## src/rtl/ananke_sr_arb.sv

```systemverilog
// Round-robin arbiter sharing the single system-register access port among NUM_REQ requesters.
// One access in flight at a time; a bounded timeout aborts an access that is never acknowledged.
module ananke_sr_arb #(
  parameter int unsigned NUM_REQ = 4,
  parameter int unsigned TIMEOUT = 255
) (
  input  logic                  clk,
  input  logic                  nwarmreset,
  input  logic [NUM_REQ-1:0]    req_i,
  input  logic [NUM_REQ-1:0]    dest_i,
  input  logic [NUM_REQ*7-1:0]  addr_i,
  input  logic [NUM_REQ-1:0]    write_i,
  input  logic [NUM_REQ*64-1:0] wdata_i,
  output logic [NUM_REQ-1:0]    ack_o,
  output logic                  err_o,
  output logic [63:0]           rdata_o,
  output logic                  sr_req_o,
  input  logic                  sr_ack_i,
  output logic                  sr_dest_o,
  output logic [6:0]            sr_addr_o,
  output logic                  sr_write_o,
  output logic [63:0]           sr_wdata_o,
  input  logic [63:0]           sr_rdata_i,
  output logic                  busy_o
);

  localparam int unsigned IdxW = (NUM_REQ > 1) ? $clog2(NUM_REQ) : 1;
  localparam int unsigned CntW = $clog2(TIMEOUT + 1);

  typedef enum logic [1:0] {
    StIdle,
    StIssue,
    StResp
  } state_e;

  state_e            state_q, state_d;
  logic [IdxW-1:0]   ptr_q, ptr_d;
  logic [CntW-1:0]   cnt_q, cnt_d;
  logic [IdxW-1:0]   win_q, win_d;
  logic              dest_q, dest_d;
  logic [6:0]        addr_q, addr_d;
  logic              write_q, write_d;
  logic [63:0]       wdata_q, wdata_d;
  logic [63:0]       rdata_q, rdata_d;
  logic              err_q, err_d;

  // Round-robin search starting at the priority pointer.
  logic              pick_valid;
  logic [IdxW-1:0]   pick_idx;
  logic [IdxW-1:0]   cand_idx;
  int unsigned       cand;

  always_comb begin
    pick_valid = 1'b0;
    pick_idx   = ptr_q;
    cand       = 0;
    cand_idx   = '0;
    for (int unsigned i = 0; i < NUM_REQ; i++) begin
      cand = 32'(ptr_q) + i;
      if (cand >= NUM_REQ) begin
        cand = cand - NUM_REQ;
      end
      cand_idx = IdxW'(cand);
      if (!pick_valid && req_i[cand_idx]) begin
        pick_valid = 1'b1;
        pick_idx   = cand_idx;
      end
    end
  end

  logic              pick_dest;
  logic [6:0]        pick_addr;
  logic              pick_write;
  logic [63:0]       pick_wdata;

  always_comb begin
    pick_dest  = 1'b0;
    pick_addr  = '0;
    pick_write = 1'b0;
    pick_wdata = '0;
    for (int unsigned k = 0; k < NUM_REQ; k++) begin
      if (IdxW'(k) == pick_idx) begin
        pick_dest  = dest_i[k];
        pick_addr  = addr_i[7*k +: 7];
        pick_write = write_i[k];
        pick_wdata = wdata_i[64*k +: 64];
      end
    end
  end

  always_comb begin
    state_d = state_q;
    ptr_d   = ptr_q;
    cnt_d   = cnt_q;
    win_d   = win_q;
    dest_d  = dest_q;
    addr_d  = addr_q;
    write_d = write_q;
    wdata_d = wdata_q;
    rdata_d = rdata_q;
    err_d   = err_q;
    unique case (state_q)
      StIdle: begin
        if (pick_valid) begin
          win_d   = pick_idx;
          dest_d  = pick_dest;
          addr_d  = pick_addr;
          write_d = pick_write;
          wdata_d = pick_wdata;
          cnt_d   = '0;
          state_d = StIssue;
        end
      end
      StIssue: begin
        // An ack in the final counted cycle takes precedence over the timeout.
        if (sr_ack_i) begin
          rdata_d = sr_rdata_i;
          err_d   = 1'b0;
          state_d = StResp;
        end else if (cnt_q == CntW'(TIMEOUT - 1)) begin
          rdata_d = '0;
          err_d   = 1'b1;
          state_d = StResp;
        end else begin
          cnt_d = cnt_q + CntW'(1);
        end
      end
      StResp: begin
        ptr_d   = (win_q == IdxW'(NUM_REQ - 1)) ? '0 : win_q + IdxW'(1);
        state_d = StIdle;
      end
      default: state_d = StIdle;
    endcase
  end

  always_ff @(posedge clk or negedge nwarmreset) begin
    if (!nwarmreset) begin
      state_q <= StIdle;
      ptr_q   <= '0;
      cnt_q   <= '0;
      win_q   <= '0;
      dest_q  <= 1'b0;
      addr_q  <= '0;
      write_q <= 1'b0;
      wdata_q <= '0;
      rdata_q <= '0;
      err_q   <= 1'b0;
    end else begin
      state_q <= state_d;
      ptr_q   <= ptr_d;
      cnt_q   <= cnt_d;
      win_q   <= win_d;
      dest_q  <= dest_d;
      addr_q  <= addr_d;
      write_q <= write_d;
      wdata_q <= wdata_d;
      rdata_q <= rdata_d;
      err_q   <= err_d;
    end
  end

  assign sr_req_o   = (state_q == StIssue);
  assign busy_o     = (state_q != StIdle);
  assign sr_dest_o  = dest_q;
  assign sr_addr_o  = addr_q;
  assign sr_write_o = write_q;
  assign sr_wdata_o = wdata_q;

  always_comb begin
    ack_o   = '0;
    err_o   = 1'b0;
    rdata_o = '0;
    if (state_q == StResp) begin
      ack_o[win_q] = 1'b1;
      err_o        = err_q;
      rdata_o      = rdata_q;
    end
  end

endmodule

```

## config.mk

```make
export PLATFORM = sky130hd
export DESIGN_NAME = ananke_sr_arb
export DESIGN_NICKNAME = d
export VERILOG_FILES = /design/src/rtl/ananke_sr_arb.sv
export SDC_FILE = /design/constraint.sdc
export NUM_CORES = 1
export LEC_CHECK = 0
export ABC_CLOCK_PERIOD_IN_PS = 2900
export CORE_AREA = 2 2 195 197
export CTS_CLUSTER_DIAMETER = 30
export DETAILED_ROUTE_END_ITERATION = 16
export DIE_AREA = 0 0 197 199
export PLACE_DENSITY = 0.49
export SYNTH_ARGS = -nofsm -noshare
export SYNTH_HDL_FRONTEND = slang
export SYNTH_SLANG_ARGS = --single-unit
```

## constraint.sdc

```tcl
create_clock -name clk -period 2.9 [get_ports clk]
set_input_delay 0.58 -clock clk [delete_from_list [all_inputs] [get_ports clk]]
set_output_delay 0.58 -clock clk [all_outputs]
set_load 0.1 [all_outputs]
```

# Yosys cells after proc, flatten, opt, wreduce, memory -nomap -nowiden
# Cells that the tools add are included.
classes:
  n_addsub: 9
  mul: 0
  n_div: 0
  n_lt_le_gt_ge: 10
  n_eq_ne: 11
  shift: 0
  mux: 54
  bitwise_logic: 0
  reduce_logical: 16
op_table:
  columns: ["operator", "count"]
  rows:
  - ["$mux W64", 7]
  - ["$mux W7", 4]
  - ["$mux W2", 12]
  - ["$mux W8", 3]
  - ["$mux W1", 20]
  - ["$pmux W8 S2", 1]
  - ["$lt A2 B3 Y1 const B", 5]
  - ["$ge A3 B3 Y1 const B", 3]
  - ["$add A8 B1 Y8 const B", 1]
  - ["$bmux W1 S2", 4]
  - ["$eq A8 B8 Y1 const B", 1]
  - ["$sub A2 B1 Y2 const B", 4]
  - ["$add A2 B2 Y3 const B", 2]
  - ["$ne A2 B2 Y1 const B", 3]
  - ["$reduce_and A2 Y1", 3]
  - ["$reduce_bool A2 Y1", 3]
  - ["$eq A2 B2 Y1 const A", 2]
  - ["$eq A2 B2 Y1 const B", 2]
  - ["$logic_and A1 B1 Y1", 4]
  - ["$logic_not A2 Y1", 2]
  - ["$mux W4", 1]
  - ["$pmux W2 S2", 1]
  - ["$reduce_and A4 Y1", 1]
  - ["$add A2 B1 Y3 const B", 1]
  - ["8 further kinds", 10]
word_totals:
  reg_bits: 152
  latchBits: 0
  ram_bits: 0
  romBits: 0
  output_inout_bits: 144
  wordCells: 110
  mem_count: 0

# Longest topological paths before layout
# Gate-level depths: netlist of run 1.
depth:
  ltp_word: 19
  mapped_depth: 10

# Worst setup path before layout of run 1
# No wires, ideal clock.
synth_timing:
  kind: "flip-flop to output port"
  from: "register state_q[0]"
  to: "output ack_o[3]"
  t_arrival_ns: 1.742
  slack_ns: 0.578
  stages_incl_launch_ff: 5
  path_cell_list: "dfrtp_1 > nor2b_1 > clkbuf_1 > clkbuf_1 > and2_1"
synth_between:
  elab_chain_cells: 2
synth_rtl:
  columns: ["element", "line_no", "source"]
  rows:
  - ["from (decl)", "36", "state_e state_q, state_d;"]
  - ["from (signal assigned)", "138", "state_q <= StIdle;"]
  - ["from (signal assigned)", "149", "state_q <= state_d;"]
  - ["$eq A2 B2 Y1", "173", "if (state_q == StResp) begin"]
  - ["$mux W4", "173", null]
  - ["to (decl)", "14", "output logic [NUM_REQ-1:0] ack_o,"]
# Every way passes these cells.

# Final worst setup path of run 1
layout_timing:
  from: "input req_i[1]"
  to: "register wdata_q[10] (netlist: sr_wdata_o[10])"
layout_between:
  elab_chain_cells: 17
  word_cells_on_any_way: 31
layout_rtl:
  columns: ["element", "line_no", "source"]
  rows:
  - ["from (decl)", "9", "input logic [NUM_REQ-1:0] req_i,"]
  - ["$bmux W1 S2", "64", "if (!pick_valid && req_i[cand_idx]) begin"]
  - ["$mux W1 (not written as such)", "64", null]
  - ["$mux W1", "64", null]
  - ["$logic_not A1 Y1", "64", null]
  - ["$logic_and A1 B1 Y1", "64", null]
  - ["$mux W1", "64", null]
  - ["$logic_not A1 Y1", "64", null]
  - ["$logic_and A1 B1 Y1", "64", null]
  - ["$mux W1", "64", null]
  - ["$logic_not A1 Y1", "64", null]
  - ["$logic_and A1 B1 Y1", "64", null]
  - ["$mux W2", "64", null]
  - ["$logic_not A2 Y1", "82", "if (IdxW'(k) == pick_idx) begin"]
  - ["$mux W64 (4 in a row)", "82", null]
  - ["to (signal assigned)", "156", "wdata_q <= wdata_d;"]
  - ["to (decl)", "43", "logic [63:0] wdata_q, wdata_d;"]
# Parallel ways exist; a longest one is shown, timed or not. The select of a mux whose other input is x is not followed.
# A chain may end at the register's enable or synchronous reset.

==> results of run 1 <==
[what timing repair did]
| item | 4_1_cts | 5_1_grt |
|---|---|---|
| resized for setup | 0 | 1 |
| hold endpoints to repair | 0 | 0 |
| endpoints found under the setup margin | 0 | 2 |
[final cells by class]
class                           instances  area share
Antenna cell                            4    0.000710
Clock buffer                           20      0.0317
Clock inverter                         11     0.00710
Inverter                                8     0.00213
Multi-Input combinational cell        551       0.274
Sequential cell                       152       0.270
Tap cell                              474      0.0420
Timing Repair Buffer                  549       0.372
[state kept, by name, summed over array words and instances, names as in the netlist]
name / cells
cnt_q: 8
err_q: 1
ptr_q: 2
rdata_q: 64
sr_addr_o: 7
sr_dest_o: 1
sr_wdata_o: 64
sr_write_o: 1
state_q: 2
win_q: 2
[logic make-up (layout without fill, tap and decap cells)]
kind of cell | after synthesis | after routing | synth area share
adders and majority gates | 6 | 6 | 0.00941
buffers and inverters | 82 | 588 | 0.0423
AOI/OAI and AO/OA | 278 | 278 | 0.249
muxes | 75 | 75 | 0.0977
other | 0 | 4 | 0
xor gates and xnor gates | 3 | 3 | 0.00329
and+or+nand+nor | 189 | 189 | 0.121
DFF | 152 | 152 | 0.477
[synth_stat cells (3+ instances only)]
cell type                   instances
sky130_fd_sc_hd__clkbuf_1          43
sky130_fd_sc_hd__nor2_1            10
sky130_fd_sc_hd__ha_1               6
sky130_fd_sc_hd__a22o_1            39
sky130_fd_sc_hd__o21ai_0           15
sky130_fd_sc_hd__nand2_1           62
sky130_fd_sc_hd__or3_1              3
sky130_fd_sc_hd__and3_1             3
sky130_fd_sc_hd__xor2_1             3
sky130_fd_sc_hd__mux2_2            22
sky130_fd_sc_hd__a2bb2oi_1         52
sky130_fd_sc_hd__o22ai_1            4
sky130_fd_sc_hd__dfrtp_1          152
sky130_fd_sc_hd__inv_1              8
sky130_fd_sc_hd__o21ai_1           63
sky130_fd_sc_hd__a21oi_1            5
sky130_fd_sc_hd__nor2b_1            4
sky130_fd_sc_hd__a22oi_1           94
sky130_fd_sc_hd__mux2i_1           52
sky130_fd_sc_hd__buf_2             24
sky130_fd_sc_hd__buf_1              7
sky130_fd_sc_hd__and2_1            72
sky130_fd_sc_hd__nand3_1           29
[worst max-delay path by stage]
stage,cells after the start,endpoint,from
after global routing,11,sr_addr_o[4],req_i[1]
after detailed placement,9,sr_wdata_o[55],req_i[1]
after CTS,9,sr_wdata_o[10],req_i[1]
after global placement,9,sr_wdata_o[10],req_i[1]
final,9,sr_wdata_o[10],req_i[1]
after floorplan,4,ack_o[3],state_q[0]
[layer usage]
layer	global-route usage	part of all wire	vias to the layer above
met4	0.0596	0.018	4
met1	0.237	0.42	3981
met3	0.0487	0.065	33
li1	-	-	3885
met5	0	0.00063	-
met2	0.312	0.49	293
[placed cells by master (no fill, tap or decap), drive strengths merged, types with 2 or more instances in the layout]
master         instances
a22oi                 94
dfrtp                152
a21oi                  5
mux2i                 52
nor2b                  4
nand2                 62
or3                    3
a22o                  39
o21ai                 78
and3                   3
mux2                  23
clkbuf                20
clkinv                 6
clkinvlp               2
a2bb2oi               52
inv                   10
o22ai                  4
nor2                  10
diode                  4
buf                  188
ha                     6
clkdlybuf4s50        361
xor2                   3
nand3                 29
and2                  72
[where the power goes]
group / internal [W] / switching (W)
Sequential: 0.00297 / 0.000533
Clock: 0.00120 / 0.000968
Combinational: 0.00281 / 0.00640
Total: 0.00698 / 0.00790
[metrics by stage]
| stage | cells | instance area, um^2 |
|---|---|---|
| floorplan | 785 | 7980 |
| global placement | 1734 | 13500 |
| finish | 1769 | 14100 |
| detailed placement | 1734 | 13500 |
| global route | 1768 | 14100 |
| CTS | 1765 | 14100 |
==> results summary, run 1 <==
The run finished with clean final reports. Of the post-synthesis cell area, the dominant cell type holds 0.477. The power consumption is around 0.015 W. The number of sinks handled by clock tree synthesis is 152. The clock passes through at most 2 buffers. The depth of the most critical reg-to-reg path came out at 8.

The post-layout net count came out at 1648. The count of unique library cells instantiated by Yosys came out at 36. The final routed DRC violation total is 0. After detailed routing, the total wire length is 37800 um. The post-detailed-route count of antenna-violating nets is 0. The largest fanout of any net on the critical path came out at 46. The storage element area is 3800 um^2.

The proportion of register bits with asynchronous set or reset after synthesis is 1.00. Setup repair after global routing left no endpoint under its margin. The clock period minus worst slack came out at 2.74 ns. After clock tree synthesis, the clock-pin slew on the worst setup and hold paths is approximately 0.070 ns. The slowest stage of the critical path is the sky130_fd_sc_hd__a2111oi_1 cell. The final estimated routing congestion in global placement came out at 0.788.

The number of cells produced by synthesis is 785. The delay contributed by the slowest stage of the critical path is 0.68 ns. The worst register-to-register path ends at sr_wdata_o[10]. The layout overhead on the synthesized area came out at 76.8%. The count of buffers from port buffering came out at 506. The post-synth net total came out at approximately 1200. Setup violations remaining at the end of the flow were counted as 0. OpenSTA, run right after detailed placement, puts the worst setup slack at -0.409 ns.

In this run the count of I/O pins placed on the die edge is 507. For the pin with the worst max-slew slack, the measured transition is around 0.69 ns. The number of global-route vias before repair came out at 8263. Between clock sinks in the finished design, the worst skew comes to 0.00817 ns.

The flop and latch count out of synthesis came out at 152. The worst path required time came out at 3.21 ns. sky130_fd_sc_hd__dfrtp_1 takes more of the synthesized area than any other cell.

The kind of cell with the highest combined delay along the critical path is compound AO/OA/AOI/OAI gates. In this run the static leakage power is 6.23 nW. The share of the clock period used by the worst path after layout came out at 0.944. The synthesized netlist occupies a cell area of between 7000 and 8000 um^2. The H-tree was split into 4 levels. After clock tree synthesis, the setup repair step added 0 buffers. The cell at the root of the clock tree is sky130_fd_sc_hd__clkbuf_16. The detailed router finished its first iteration with 298 violations. The final-report max-slew violation count came to 0. The proportion of layout cells with a drive suffix above 1 came out at 0.191. The layout has 3777 filler cells. The worst hold slack is 0.119 ns.

The cell row count came out at 71. The half-perimeter wire length after detailed placement is approximately 29000 um. The floorplan die width is just under 200 um.

The achievable frequency is 365 MHz. The number of warnings reported in the yosys synthesis log is 0. The final-report hold violation count came out at 0. The iteration count of the initial detailed-routing pass is 5. The routed layout has 8196 vias.

The maximum VDD drop is 0.000578 V. Entering global routing, the biggest net connects 59 pins. STA classifies the critical path endpoint as a flip-flop. TritonCTS built the clock tree.

The post-route worst setup slack came out at about 0.16 ns. Ranked by total cell area, the synthesized netlist is headed by sky130_fd_sc_hd__dfrtp_1, sky130_fd_sc_hd__a22oi_1, sky130_fd_sc_hd__mux2i_1. The average wire length per cell after detail routing is approximately 21 um. The most used flip-flop cell after synthesis is sky130_fd_sc_hd__dfrtp_1. The global-route usage over all layers came out at 0.187. The beginning of the worst register-to-register path is ptr_q[1]. The critical path contains buffers and inverters numbering 3 combined. The initial antenna violation count was 5.

TritonCTS created 17 clock buffers. The die span in y is 199 um. For flop-to-flop paths, the worst setup slack is 0.36 ns.

The kind of start point of the critical path is an input port. The total of max-cap violations is 0. Power spread over the standard cell area amounts to about 1100 nW/um^2. The total overflow left after global routing is 0.

The share of the core filled with cells in the final layout is 0.380. Clock latency on the worst-skew pair, taken at its later pin, is 0.44 ns. The mean instance size in the synthesized netlist is 10.2 um^2. The arrival time of data at the critical path endpoint is about 3.1 ns. The core box area came out at 37100 um^2. The total negative setup slack is 0 ns. The worst hold path belongs to the class input port to async pin.

The number of hold buffers added after cts is 0. The number of vias per cell after detailed routing came out at 4.63. The first-pass GRT wire length came out at approximately 54000 um.

Walking the worst path, the cells encountered are clkdlybuf4s50_1, nor2_1, a2111oi_1, buf_4, nor2_4, buf_12, mux2i_1, a2bb2oi_1, o21ai_1. Of the synthesized area, sequential elements account for 0.477. The number of flops mapped to enable cells by yosys is 0. The area taken by multi-input logic gates came out at about 3900 um^2.

The initial utilization of the core area, before any placement, comes to 0.215. The critical path is of the input port to flip-flop type. Headroom to the max-slew limit came out at 0.542.

The area of the die came out at just under 40000 um^2.
Power figures use the tool's default switching activity.
==> inputs of run 2 (changes only) <==
--- a/config.mk
+++ b/config.mk
@@ -10,7 +10,9 @@
 export CTS_CLUSTER_DIAMETER = 30
 export DETAILED_ROUTE_END_ITERATION = 16
 export DIE_AREA = 0 0 197 199
+export GPL_TIMING_DRIVEN = 1
 export PLACE_DENSITY = 0.49
+export SETUP_SLACK_MARGIN = 0.2
 export SYNTH_ARGS = -nofsm -noshare
 export SYNTH_HDL_FRONTEND = slang
 export SYNTH_SLANG_ARGS = --single-unit
==> run 2 against run 1 <==
  * Non-clock buffer count grew 2
  * Combinational power is essentially flat
  * Power is essentially flat
  * Hold slack is essentially flat
  * Wire length up 0.15%
  * Sequential power about the same
  * Register-to-register slack improved by 0.16 ns
  * Clock power hardly changed
  * Global-route usage hardly changed
  * Via count up 0.33%
  * First-iteration DRC count up 8.7%
  * Largest cell class unchanged
==> results summary, run 2 (synthesized netlist as in run 1, its figures left out) <==
The final-report hold violation count came out at 0. The transition time of the tightest slew-check pin came out at around 0.57 ns. For this design, the slowest cell found on the critical path is sky130_fd_sc_hd__clkdlybuf4s50_1.

The delay contributed by the slowest stage of the critical path is 0.46 ns. The worst slack at placement came out at -0.409 ns. The largest fanout of any net on the critical path came out at 46.

The initial antenna violation count was 5. TritonCTS built the clock tree. The worst-case clock skew is around 0.011 ns. The layout overhead on the synthesized area came out at 77.0%.

The pin count of the biggest net entering global routing came out at 59. The post-layout net count is 1650. The maximum number of buffers from clock root to sink is 2. The number of global-route vias before repair is between 8000 and 9000. After floorplanning, the core was divided into ~70 placement rows. The power per cell area came out at 1050 nW/um^2. In the layout the commonest cells are sky130_fd_sc_hd__clkdlybuf4s50_1, sky130_fd_sc_hd__buf_4, sky130_fd_sc_hd__dfrtp_1. Of the total power, combinational logic draws 0.619. The post-route worst setup slack came out at 0.397 ns. The arrival time of data at the critical path endpoint is 2.81 ns. The net switching power of the design came out at 0.00791 W.

The library cell used most frequently in the layout, excluding fill and tap cells, is sky130_fd_sc_hd__clkdlybuf4s50_1. In the finished design, the share of the clock period the worst path needs comes to 0.863. Traced cell by cell, the critical path runs through clkdlybuf4s50_1, nor3b_1, a2111oi_2, buf_4, nor2_4, buf_12, mux2i_1, a2bb2oi_1, o21ai_1.

Routability-driven placement finished with a final weighted congestion of 0.788. The final routed DRC violation total is 0. The floorplan die width is 197 um. The area of placed instances came out at 13500 um^2. The area of the die came out at 39200 um^2. The half-perimeter wire length after detailed placement is 28600 um. The initial detailed-routing violation count is 324.

Of the total power, the clock network draws 0.146. The flow ran to the end, and the final reports show no timing, DRC or antenna violations. The worst path in the final design needs a cycle of 2.50 ns, including I/O delays and setup.

The number of vias after detailed routing is 8223. The post-layout instance area came out at 14100 um^2. The die is 199 um tall. The worst setup path is captured at a flip-flop. The average wire length per cell after detail routing is 21.4 um. The later-pin clock latency in the skew report is 0.44 ns. The critical path is of the input port to flip-flop type.

In this run the worst hold path is classified as input port to async pin. Counting the buffers created by CTS gives 17. The starting utilization of the core area came out at 0.215. The count of buffering cells on the critical path with inverters included is 3. Of the total power, registers draw 0.235. For this design the top-level I/O count stands at 507. In this run, post-CTS hold repair placed 0 buffers.

The leakage dissipation came out at 6.25 nW. The total number of H-tree levels is 4. The post-detailed-route count of antenna-violating nets came out at 0.

The first-pass GRT wire length is 54500 um. The switching power share of the total is 0.531. The global-route usage over all layers came out at 0.187.

Setup repair after global routing left no endpoint under its margin. The clock slew seen by the registers of the worst setup and hold paths came out at around 0.070 ns. Broken down by cell family, the worst path's largest delay share belongs to buffers and inverters. The internal power of the cells totals 0.00699 W. The first detailed-routing pass ran for 5 iterations. The kind of start point of the critical path is an input port. The final-report max-slew violation count came out at 0. Across the VDD grid, the largest voltage drop is 0.000578 V. The total of max-cap violations came out at 0. The number of sinks handled by clock tree synthesis came out at 152. The total negative setup slack came out at 0 ns. Measured against its own limit, the worst slew margin works out to 0.620.

Summed over all layers, the routed wires come to 37900 um. Of the cells placed in the final design, the portion with a size suffix greater than 1 is 0.193. Using the TritonRoute via totals, the vias-per-cell ratio works out to 4.64.

The count of endpoints failing setup in the final report is 0. The count of buffers from port buffering came out at 506. The worst path required time is 3.21 ns. The tree is rooted in a sky130_fd_sc_hd__clkbuf_16.

Static timing analysis puts the maximum clock frequency at around 400 MHz. The overall overflow remaining after global route is 0. The region available for standard cell placement spans 37100 um^2.
==> run 2: cell types whose count changed in the layout (fill, tap and decap cells not counted), sizes merged <==
cell,change
buf,+2
==> run 2: repair_timing <==
item / CTS / global route
endpoints found under the setup margin: 32 / 20
setup buffers: 0 / 2
gates resized for setup: 1 / 1
==> run 2: path summary, 6_finish.rpt <==
path | startpoint | to | slack (ns) | cells after the start
max | req_i[1] | sr_wdata_o[10] | 0.40 | 9
min | nwarmreset | rdata_q[63] | 0.12 | 1
max reg2reg | ptr_q[1] | sr_wdata_o[10] | 0.52 | 8
min reg2reg | rdata_q[57] | rdata_q[57] | 0.46 | 2
max in group asynchronous | nwarmreset | sr_wdata_o[18] | 2.04 | 2
min in group clk | rdata_q[57] | rdata_q[57] | 0.46 | 2
==> run 2: power by group through the flow <==
stage / Combinational, W / Clock [W] / Sequential [W]
CTS: 0.00932 / 0.00226 / 0.00350
detailed placement: 0.00932 / 0 / 0.00352
floorplan: 0.00311 / 0 / 0.00688
global route: 0.00970 / 0.00235 / 0.00361
global placement: 0.00928 / 0 / 0.00351
finish: 0.00923 / 0.00217 / 0.00350
==> run 2: stage by stage <==
step | total power, W | utilization | hold WS [ns] | std cells
6_report | 0.0149 | 0.380 | 0.120 | 1771
5_1_grt | 0.0157 | 0.380 | 0.148 | 1770
4_1_cts | 0.0151 | 0.380 | 0.117 | 1765
3_5_place_dp | 0.0128 | 0.365 | 0.448 | 1734
3_3_place_gp | 0.0128 | 0.365 | 0.443 | 1734
2_1_floorplan | 0.00998 | - | 0.284 | 785
==> run 2: area by class of cell <==
class | instances | area, um^2
Antenna cell | 4 | 10.0
Clock buffer | 20 | 447
Clock inverter | 11 | 100
Fill cell | 3777 | 23000
Inverter | 8 | 30.0
Multi-Input combinational cell | 551 | 3870
Sequential cell | 152 | 3800
Tap cell | 474 | 593
Timing Repair Buffer | 551 | 5270
==> run 2: routing by layer <==
layer  wire (um)  GRT usage  part of all wire
met5          20          0           0.00053
met4         692     0.0596             0.018
met3        2370     0.0487             0.063
met2       18700      0.313              0.49
met1       16100      0.237              0.43
